`config.mk`:
```
export PLATFORM = sky130hd
export DESIGN_NAME = pc_sequencer_flat
export DESIGN_NICKNAME = d
export VERILOG_FILES = /design/src/rtl/pc_sequencer_if.sv /design/src/rtl/pc_sequencer.sv /design/src/flat_wrapper.sv
export SDC_FILE = /design/constraint.sdc
export NUM_CORES = 1
export LEC_CHECK = 0
export CORE_MARGIN = 2
export CORE_UTILIZATION = 48
export DETAILED_ROUTE_END_ITERATION = 7
export PLACE_DENSITY = 0.82
export SLEW_MARGIN = 25
export SYNTH_ARGS = -nofsm -noshare
export SYNTH_HDL_FRONTEND = slang
export SYNTH_SLANG_ARGS = --single-unit
```
`constraint.sdc`:
```
create_clock -name clk -period 5.4 [get_ports clk]
set_input_delay 0.81 -clock clk [delete_from_list [all_inputs] [get_ports clk]]
set_output_delay 0.81 -clock clk [all_outputs]
set_load 0.03 [all_outputs]
```
`src/rtl/pc_sequencer_if.sv`:
```
// pc_sequencer_if: control inputs and PC outputs of the program-counter stage.
// The master side (fetch/control logic) drives stall, branch and halt controls;
// the slave side (pc_sequencer) drives the PC and its status pulses.
// Optional macro PC_WRAP_COUNT_EN adds the wrap_count signal.
interface pc_sequencer_if #(
    parameter int unsigned PC_WIDTH = 48
);
    logic                stall;
    logic                branch_valid;
    logic [PC_WIDTH-1:0] branch_target;
    logic                halt_req;
    logic                resume;
    logic [PC_WIDTH-1:0] pc;
    logic [PC_WIDTH-1:0] pc_next;
    logic                pc_valid;
    logic                halted;
    logic                wrapped;
    logic                bad_target;
`ifdef PC_WRAP_COUNT_EN
    logic [15:0]         wrap_count;
`endif

    modport master (
        output stall,
        output branch_valid,
        output branch_target,
        output halt_req,
        output resume,
        input  pc,
        input  pc_next,
        input  pc_valid,
        input  halted,
        input  wrapped,
        input  bad_target
`ifdef PC_WRAP_COUNT_EN
        , input wrap_count
`endif
    );

    modport slave (
        input  stall,
        input  branch_valid,
        input  branch_target,
        input  halt_req,
        input  resume,
        output pc,
        output pc_next,
        output pc_valid,
        output halted,
        output wrapped,
        output bad_target
`ifdef PC_WRAP_COUNT_EN
        , output wrap_count
`endif
    );
endinterface

```
`src/rtl/pc_sequencer.sv`:
```
// pc_sequencer: registered program counter for the fetch stage.
// Steps by STEP modulo MEM_SIZE, honours stall, bounds-checked branch loads
// and a RUN/HALT state machine. Defining PC_WRAP_COUNT_EN adds a saturating
// 16-bit wrap_count output on the interface.
module pc_sequencer #(
    parameter int unsigned PC_WIDTH = 48,
    parameter int unsigned MEM_SIZE = 32,
    parameter int unsigned STEP     = 1,
    parameter int unsigned RESET_PC = 0
) (
    input  logic           clk,
    input  logic           rst,
    pc_sequencer_if.slave  bus
);

    typedef enum logic {
        RUN  = 1'b0,
        HALT = 1'b1
    } state_t;

    localparam logic [PC_WIDTH:0]   MEM_W   = (PC_WIDTH+1)'(MEM_SIZE);
    localparam logic [PC_WIDTH:0]   STEP_W  = (PC_WIDTH+1)'(STEP);
    localparam logic [PC_WIDTH-1:0] RESET_W = PC_WIDTH'(RESET_PC);

    state_t              state_q;
    logic [PC_WIDTH-1:0] pc_q;
    logic                wrapped_q;
    logic                bad_q;

    logic [PC_WIDTH:0]   sum;
    logic                wrap_now;
    logic [PC_WIDTH-1:0] next_pc;
    logic                target_ok;
    logic                load_ok;

    // Next sequential PC: one extra bit of headroom so the wrap test cannot overflow
    always_comb begin
        sum       = {1'b0, pc_q} + STEP_W;
        wrap_now  = (sum >= MEM_W);
        next_pc   = wrap_now ? PC_WIDTH'(sum - MEM_W) : PC_WIDTH'(sum);
        target_ok = ({1'b0, bus.branch_target} < MEM_W);
        load_ok   = bus.branch_valid & target_ok;
    end

    // RUN/HALT state machine with PC register and one-cycle status pulses
    always_ff @(posedge clk) begin
        if (rst) begin
            state_q   <= RUN;
            pc_q      <= RESET_W;
            wrapped_q <= 1'b0;
            bad_q     <= 1'b0;
        end else begin
            wrapped_q <= 1'b0;
            bad_q     <= bus.branch_valid & ~target_ok;
            case (state_q)
                RUN: begin
                    if (load_ok) begin
                        pc_q <= bus.branch_target;
                        if (bus.halt_req) begin
                            state_q <= HALT;
                        end
                    end else if (bus.halt_req) begin
                        state_q <= HALT;
                    end else if (!bus.stall) begin
                        pc_q      <= next_pc;
                        wrapped_q <= wrap_now;
                    end
                end
                HALT: begin
                    if (load_ok) begin
                        pc_q <= bus.branch_target;
                    end
                    if (bus.resume && !bus.halt_req) begin
                        state_q <= RUN;
                    end
                end
            endcase
        end
    end

`ifdef PC_WRAP_COUNT_EN
    logic [15:0] wrap_cnt_q;
    logic        inc_wrap;

    assign inc_wrap = (state_q == RUN) & ~load_ok & ~bus.halt_req & ~bus.stall & wrap_now;

    // Saturating count of wrap events, cleared by reset or any legal branch load
    always_ff @(posedge clk) begin
        if (rst) begin
            wrap_cnt_q <= 16'h0000;
        end else if (load_ok) begin
            wrap_cnt_q <= 16'h0000;
        end else if (inc_wrap && (wrap_cnt_q != 16'hFFFF)) begin
            wrap_cnt_q <= wrap_cnt_q + 16'h0001;
        end
    end

    assign bus.wrap_count = wrap_cnt_q;
`endif

    assign bus.pc         = pc_q;
    assign bus.pc_next    = next_pc;
    assign bus.pc_valid   = (state_q == RUN) & ~bus.stall;
    assign bus.halted     = (state_q == HALT);
    assign bus.wrapped    = wrapped_q;
    assign bus.bad_target = bad_q;

endmodule

```
`src/flat_wrapper.sv`:
```
// flat-port wrapper written by rule: the top's interface ports become plain ports
module pc_sequencer_flat 
#(
    parameter int unsigned PC_WIDTH = 48,
    parameter int unsigned MEM_SIZE = 32,
    parameter int unsigned STEP     = 1,
    parameter int unsigned RESET_PC = 0
)
  (clk, rst, bus_stall, bus_branch_valid, bus_branch_target, bus_halt_req, bus_resume, bus_pc, bus_pc_next, bus_pc_valid, bus_halted, bus_wrapped, bus_bad_target);
  pc_sequencer_if #(.PC_WIDTH(PC_WIDTH)) bus_i ();
  input  logic clk;
  input  logic rst;
  input wire logic [$bits(bus_i.stall)-1:0] bus_stall;
  input wire logic [$bits(bus_i.branch_valid)-1:0] bus_branch_valid;
  input wire logic [$bits(bus_i.branch_target)-1:0] bus_branch_target;
  input wire logic [$bits(bus_i.halt_req)-1:0] bus_halt_req;
  input wire logic [$bits(bus_i.resume)-1:0] bus_resume;
  output wire logic [$bits(bus_i.pc)-1:0] bus_pc;
  output wire logic [$bits(bus_i.pc_next)-1:0] bus_pc_next;
  output wire logic [$bits(bus_i.pc_valid)-1:0] bus_pc_valid;
  output wire logic [$bits(bus_i.halted)-1:0] bus_halted;
  output wire logic [$bits(bus_i.wrapped)-1:0] bus_wrapped;
  output wire logic [$bits(bus_i.bad_target)-1:0] bus_bad_target;
  assign bus_i.stall = bus_stall;
  assign bus_i.branch_valid = bus_branch_valid;
  assign bus_i.branch_target = bus_branch_target;
  assign bus_i.halt_req = bus_halt_req;
  assign bus_i.resume = bus_resume;
  assign bus_pc = bus_i.pc;
  assign bus_pc_next = bus_i.pc_next;
  assign bus_pc_valid = bus_i.pc_valid;
  assign bus_halted = bus_i.halted;
  assign bus_wrapped = bus_i.wrapped;
  assign bus_bad_target = bus_i.bad_target;
  pc_sequencer #(.PC_WIDTH(PC_WIDTH), .MEM_SIZE(MEM_SIZE), .STEP(STEP), .RESET_PC(RESET_PC)) u_core (.clk(clk), .rst(rst), .bus(bus_i));
endmodule
```
---- After elaboration in Yosys (flattened, before gate mapping) ----
Index checks and enable logic that the tools add are counted.
storage, ports and cells
  flip-flop bits (word level) ............. 51
  input bits .............................. 54
  output and inout port bits .............. 100
  word-level logic and storage cells ...... 30
cells by class
  $add $sub $neg .......................... 2
  magnitude comparators ................... 2
  eq/ne operators ......................... 3
  multiplexer cells ....................... 9
  bitwise logic cells ..................... 6
  reductions and logical operators ........ 4
operator list
  operator               number
  $mux 48                5
  $pmux 48 s2            1
  $add 48x1->49 const B  1
  $ge 49x6->1 const B    1
  $lt 48x6->1 const B    1
  $sub 48x6->48 const B  1
  $ne 3x2->1 const B     2
  $reduce_or 5->1        1
  $and 1x1->1            3
  $not 1->1              3
  $reduce_and 3->1       1
  $mux 1                 2
  $ne 2x2->1 const B     1
  $pmux 1 s2             1
  $logic_and 1x1->1      1
  $logic_not 1->1        1

---- Logic depth before layout (Yosys ltp) ----
  word-level depth ........................ 7
  mapped depth ............................ 15
  mapped depth without buffers ............ 13

---- Worst setup path before layout ----
No wires, ideal clock.
  path type ............................... reg-to-output
  start point ............................. register u_core.pc_q[7] (netlist: u_core.bus.pc[7])
  end point ............................... output port bus_pc_next[10]
  arrival time ............................ 4,366 ps
  required time ........................... 4,590 ps
  slack ................................... 224 ps
  cell stages (with the launch flop) ...... 15
  buffers on the path ..................... 4
  path through ............................ dfxtp_1 > buf_4 > nand4_2 > or4_4 > buf_2 > nor4_1 > nand4b_1 > xor2_1 > nand4_1 > or3_1 > buf_2 > buf_6 > o21ai_2 > mux2i_1 > xor2_1
on the way
  cells in the longest elaborated chain, start to end .. 3
  elaborated cells between the ends (all ways) .. 4
  classes of those cells .................. add/sub (2); order compare (1); mux (1)
RTL lines
  element                                       line                                    RTL
  from (decl)                                   pc_sequencer.sv:26                      logic [PC_WIDTH-1:0] pc_q;
  from (signal assigned)                        pc_sequencer.sv:58                      pc_q <= bus.branch_target;
  from (signal assigned)                        pc_sequencer.sv:65                      pc_q <= next_pc;
  from (signal assigned)                        pc_sequencer.sv:71                      pc_q <= bus.branch_target;
  $add 48x1->49 (*)                             pc_sequencer.sv:38                      sum = {1'b0, pc_q} + STEP_W;
  $sub 48x6->48 or $ge 49x6->1 (tied branches)  pc_sequencer.sv:40, pc_sequencer.sv:39
  $mux 48 (*)                                   pc_sequencer.sv:40                      next_pc = wrap_now ? PC_WIDTH'(sum - MEM_W) : PC_WIDTH'(sum);
  to (decl)                                     flat_wrapper.sv:19                      output wire logic [$bits(bus_i.pc_next)-1:0] bus_pc_next;
Every way passes the cells marked *; elsewhere a longest branch is shown, timed or not.

---- Worst setup path after layout ----
  start point ............................. register u_core.pc_q[6] (netlist: u_core.bus.pc[6])
  end point ............................... output port bus_pc_next[19]
Same word-level chain as after synthesis.

==> impl_metrics.yaml <==
status:
  status: "completed"
finish:
  instances_no_fill: 954
  final_common_cell: "clkdlybuf4s50_1"
  nets: 876
  layout_common_cells: "clkdlybuf4s50_1 (111), buf_4 (76), nand2_1 (58)"
  area_delta_synth_final_pct: 42.42
  n_antenna_cell: 0
  final_layout_size_suffix_gt1_share_pct: 17.90
  finalInstanceArea_um2: 6932
power_and_ir_drop:
  clockPowerShare_pct: 10.6
  p_sw_mw: 1.215
  power.leakage_nw: 2.635
  power.total_mw: 2.399
  seqPwrFrac_pct: 18.5
  p_comb_share_pct: 70.9
  intPower_mw: 1.184
  powerDensity_nw_per_um2: 346.1
  netSwitchingFraction_pct: 50.63
  ir_drop_v: 0.0002599
timing:
  setup_viol: 0
  fin_ws_ps: 109.6
  setup_tns_ps: 0
  relSlewSlack_pct: 48.93
  final_max_slew_viol_count: 0
  period_needed_ps: 5290
  period_share_pct: 97.97
  worst_pin_slew_ps: 763.2
  finalHoldViolations: 0
  finClkSkew_ps: 14.66
  fmax_ghz: 0.1890
detailed_routing:
  ant_nets: 0
  drtIter0Drc: 366
  wl_mm: 19.65
  routed_via_density: 6.310
  drc: 0
  dr_total_vias: 6020
  firstDrtPassIters: 5
  wire_per_inst_um: 20.60
placement:
  place_ws_ps: 119.7
  io_buffers: 153
  place_inst: 944
  placement.cell_area_um2: 6744
  dp_hpwl_mm: 15.35
  place.gp.congestion: 0.9591
cts:
  ctsHtreeMaxLevel: 2
  cts_sinks: 51
  worst_skew_pair.late_latency_ps: 340
  cts_tree: "yes"
  cts_buffers: 5
  clk_path_buf_depth: 2
  clkSlewWorstSetupHoldPaths_ps: 120
  cts_root_buf: "clkbuf_8"
critical_path:
  cp-start-kind: "flop"
  crit_path_top_delay_cell: "or4_4"
  worstPathBufferInverterCount: 2
  rr_worst_depth: 13
  required_ps: 4590
  path_depth: 12
  r2r_start: "u_core.bus.pc[10]"
  rr_endpoint: "u_core.bus.pc[25]"
  crit_type: "reg -> out"
  worst-path-max-fanout: 13
  crit_chain: "nand4_2 -> or4_4 -> nor4_1 -> buf_4 -> nand4b_1 -> xor2_1 -> nand4_1 -> or3_4 -> or2_1 -> nand4_1 -> xor2_1 -> buf_12"
  ff2ff_setup_slack_ps: 1100
  cp-end-kind: "output port"
  critPathMaxStageDelay_ps: 640
  cp_top_family: "simple AND/OR/NAND/NOR gates"
  worst_ep_arrival_time_ps: 4480
yosys:
  synthCells: 660
  synth.distinct_cells: 70
  syn-num-nets: 716
  synthArstFlopShare_pct: 0
  ys_warn_count: 0
  ys.flop_type: "dfxtp_1"
  syn_area_um2: 4867
  yosysSeqAreaShare_pct: 20.98
  syn-mean-instance-area_um2: 7.374
  synth_edf_count: 0
  ys_ff_latch: 51
global_routing:
  grt_first_pass_wirelength_mm: 31.08
  grt_max_degree: 28
  first_global_vias: 5962
  overflow: 0
  antenna_found_initial: 0
  grt.total_usage_pct: 35.42
worst_hold_path:
  worstHoldStart: "u_core.bus.pc[13]"
  hold_depth: 2
  min_to: "u_core.bus.pc[13]"
  hp-class: "reg -> reg"
floorplanning:
  die_area_um2: 10960
  fp-row-count: 36
  fp.dieW_um: 104.7
  core_um2: 9819
  io_pins: 154
  floorplan.initialDensity_pct: 49.57
  die_y_um: 104.7
job:
  drv_cap: 0
per-layer routing:
layer	up-vias	GRT usage (%)	part of all wire, %
met2	371	61.72	49
li1	2731	-	-
met3	68	7.548	9.3
met4	0	18.76	4.7
met1	2850	40.46	37
met5	-	0	0
tightest hold or removal path, stage by stage (launching register included):
cell	delay [ps]
dfxtp_2	380
nand2_1	60
o211ai_1	80
through the flow:
stage | hold slack, ps | utilization (%)
finish | 556.9 | 70.59
global route | 581.4 | 70.59
CTS | 567.0 | 69.81
detailed placement | 537.7 | 68.68
global placement | 534.3 | 68.68
floorplan | 634.6 | -
flip-flops by register name, indices dropped and copies added, names as in the netlist:
| name | count |
|---|---|
| u_core.bus.wrapped | 1 |
| u_core.bus.halted | 1 |
| u_core.bus.pc | 48 |
| u_core.bus.bad_target | 1 |
cell type report:
cell class | count | area (um^2)
multi-input combinational | 543 | 3632
tap | 133 | 166.4
clock buffer | 5 | 68.82
timing repair buffer | 207 | 1963
fill | 835 | 2888
inverter | 12 | 45.04
clock inverter | 3 | 25.02
sequential | 51 | 1031
cells in the mapped netlist (all sizes together), types with 9 or more instances:
library cell | n | area (um^2)
a21oi | 20 | 100.1
a22o | 19 | 166.4
and3 | 18 | 112.6
buf | 19 | 112.6
clkbuf | 35 | 133.9
dfxtp | 51 | 1021
inv | 12 | 45.04
nand2 | 58 | 217.7
nand3 | 35 | 175.2
nand4 | 28 | 187.7
nor2 | 52 | 195.2
nor3 | 29 | 156.4
nor4 | 28 | 181.4
o21ai | 25 | 128.9
or3 | 18 | 112.6
or4 | 9 | 75.07
xnor2 | 55 | 489.2
xor2 | 46 | 402.9
power by group through the flow:
stage          Combinational [mW]  Sequential, mW  Clock (mW)
2_1_floorplan               0.960           0.488           0
3_3_place_gp                 1.68           0.447           0
3_5_place_dp                 1.69           0.450           0
4_1_cts                      1.68           0.442       0.254
5_1_grt                      1.78           0.448       0.271
6_report                     1.70           0.444       0.253
cell families (layout without fill, tap and decap cells):
family / after synthesis / count (layout) / share of synthesized area [%]
simple gates: 316 / 316 / 35.40
fa+ha+maj: 2 / 2 / 0.5141
mux: 7 / 7 / 1.440
compound gates: 117 / 117 / 17.35
xor+xnor: 101 / 101 / 18.33
buf+inv: 66 / 227 / 5.990
flops: 51 / 51 / 20.98
repair_timing:
action,in CTS,in global routing
endpoints found under the hold margin,0,0
gates cloned,0,0
hold buffers,0,0
gates resized for setup,18,20
pin swaps,0,3
setup buffers,0,2
endpoints found under the setup margin,24,34
how the worst max path moves through the flow:
stage / start / to / slack, ps
finish: u_core.bus.pc[6] / bus_pc_next[19] / 110
global route: u_core.bus.pc[10] / bus_pc_next[10] / -20
CTS: u_core.bus.pc[0] / bus_pc_next[19] / 20
detailed placement: u_core.bus.pc[6] / bus_pc_next[37] / 120
global placement: u_core.bus.pc[6] / bus_pc_next[16] / 120
floorplan: u_core.bus.pc[7] / bus_pc_next[10] / 220
(Power assumes the default switching activity.)
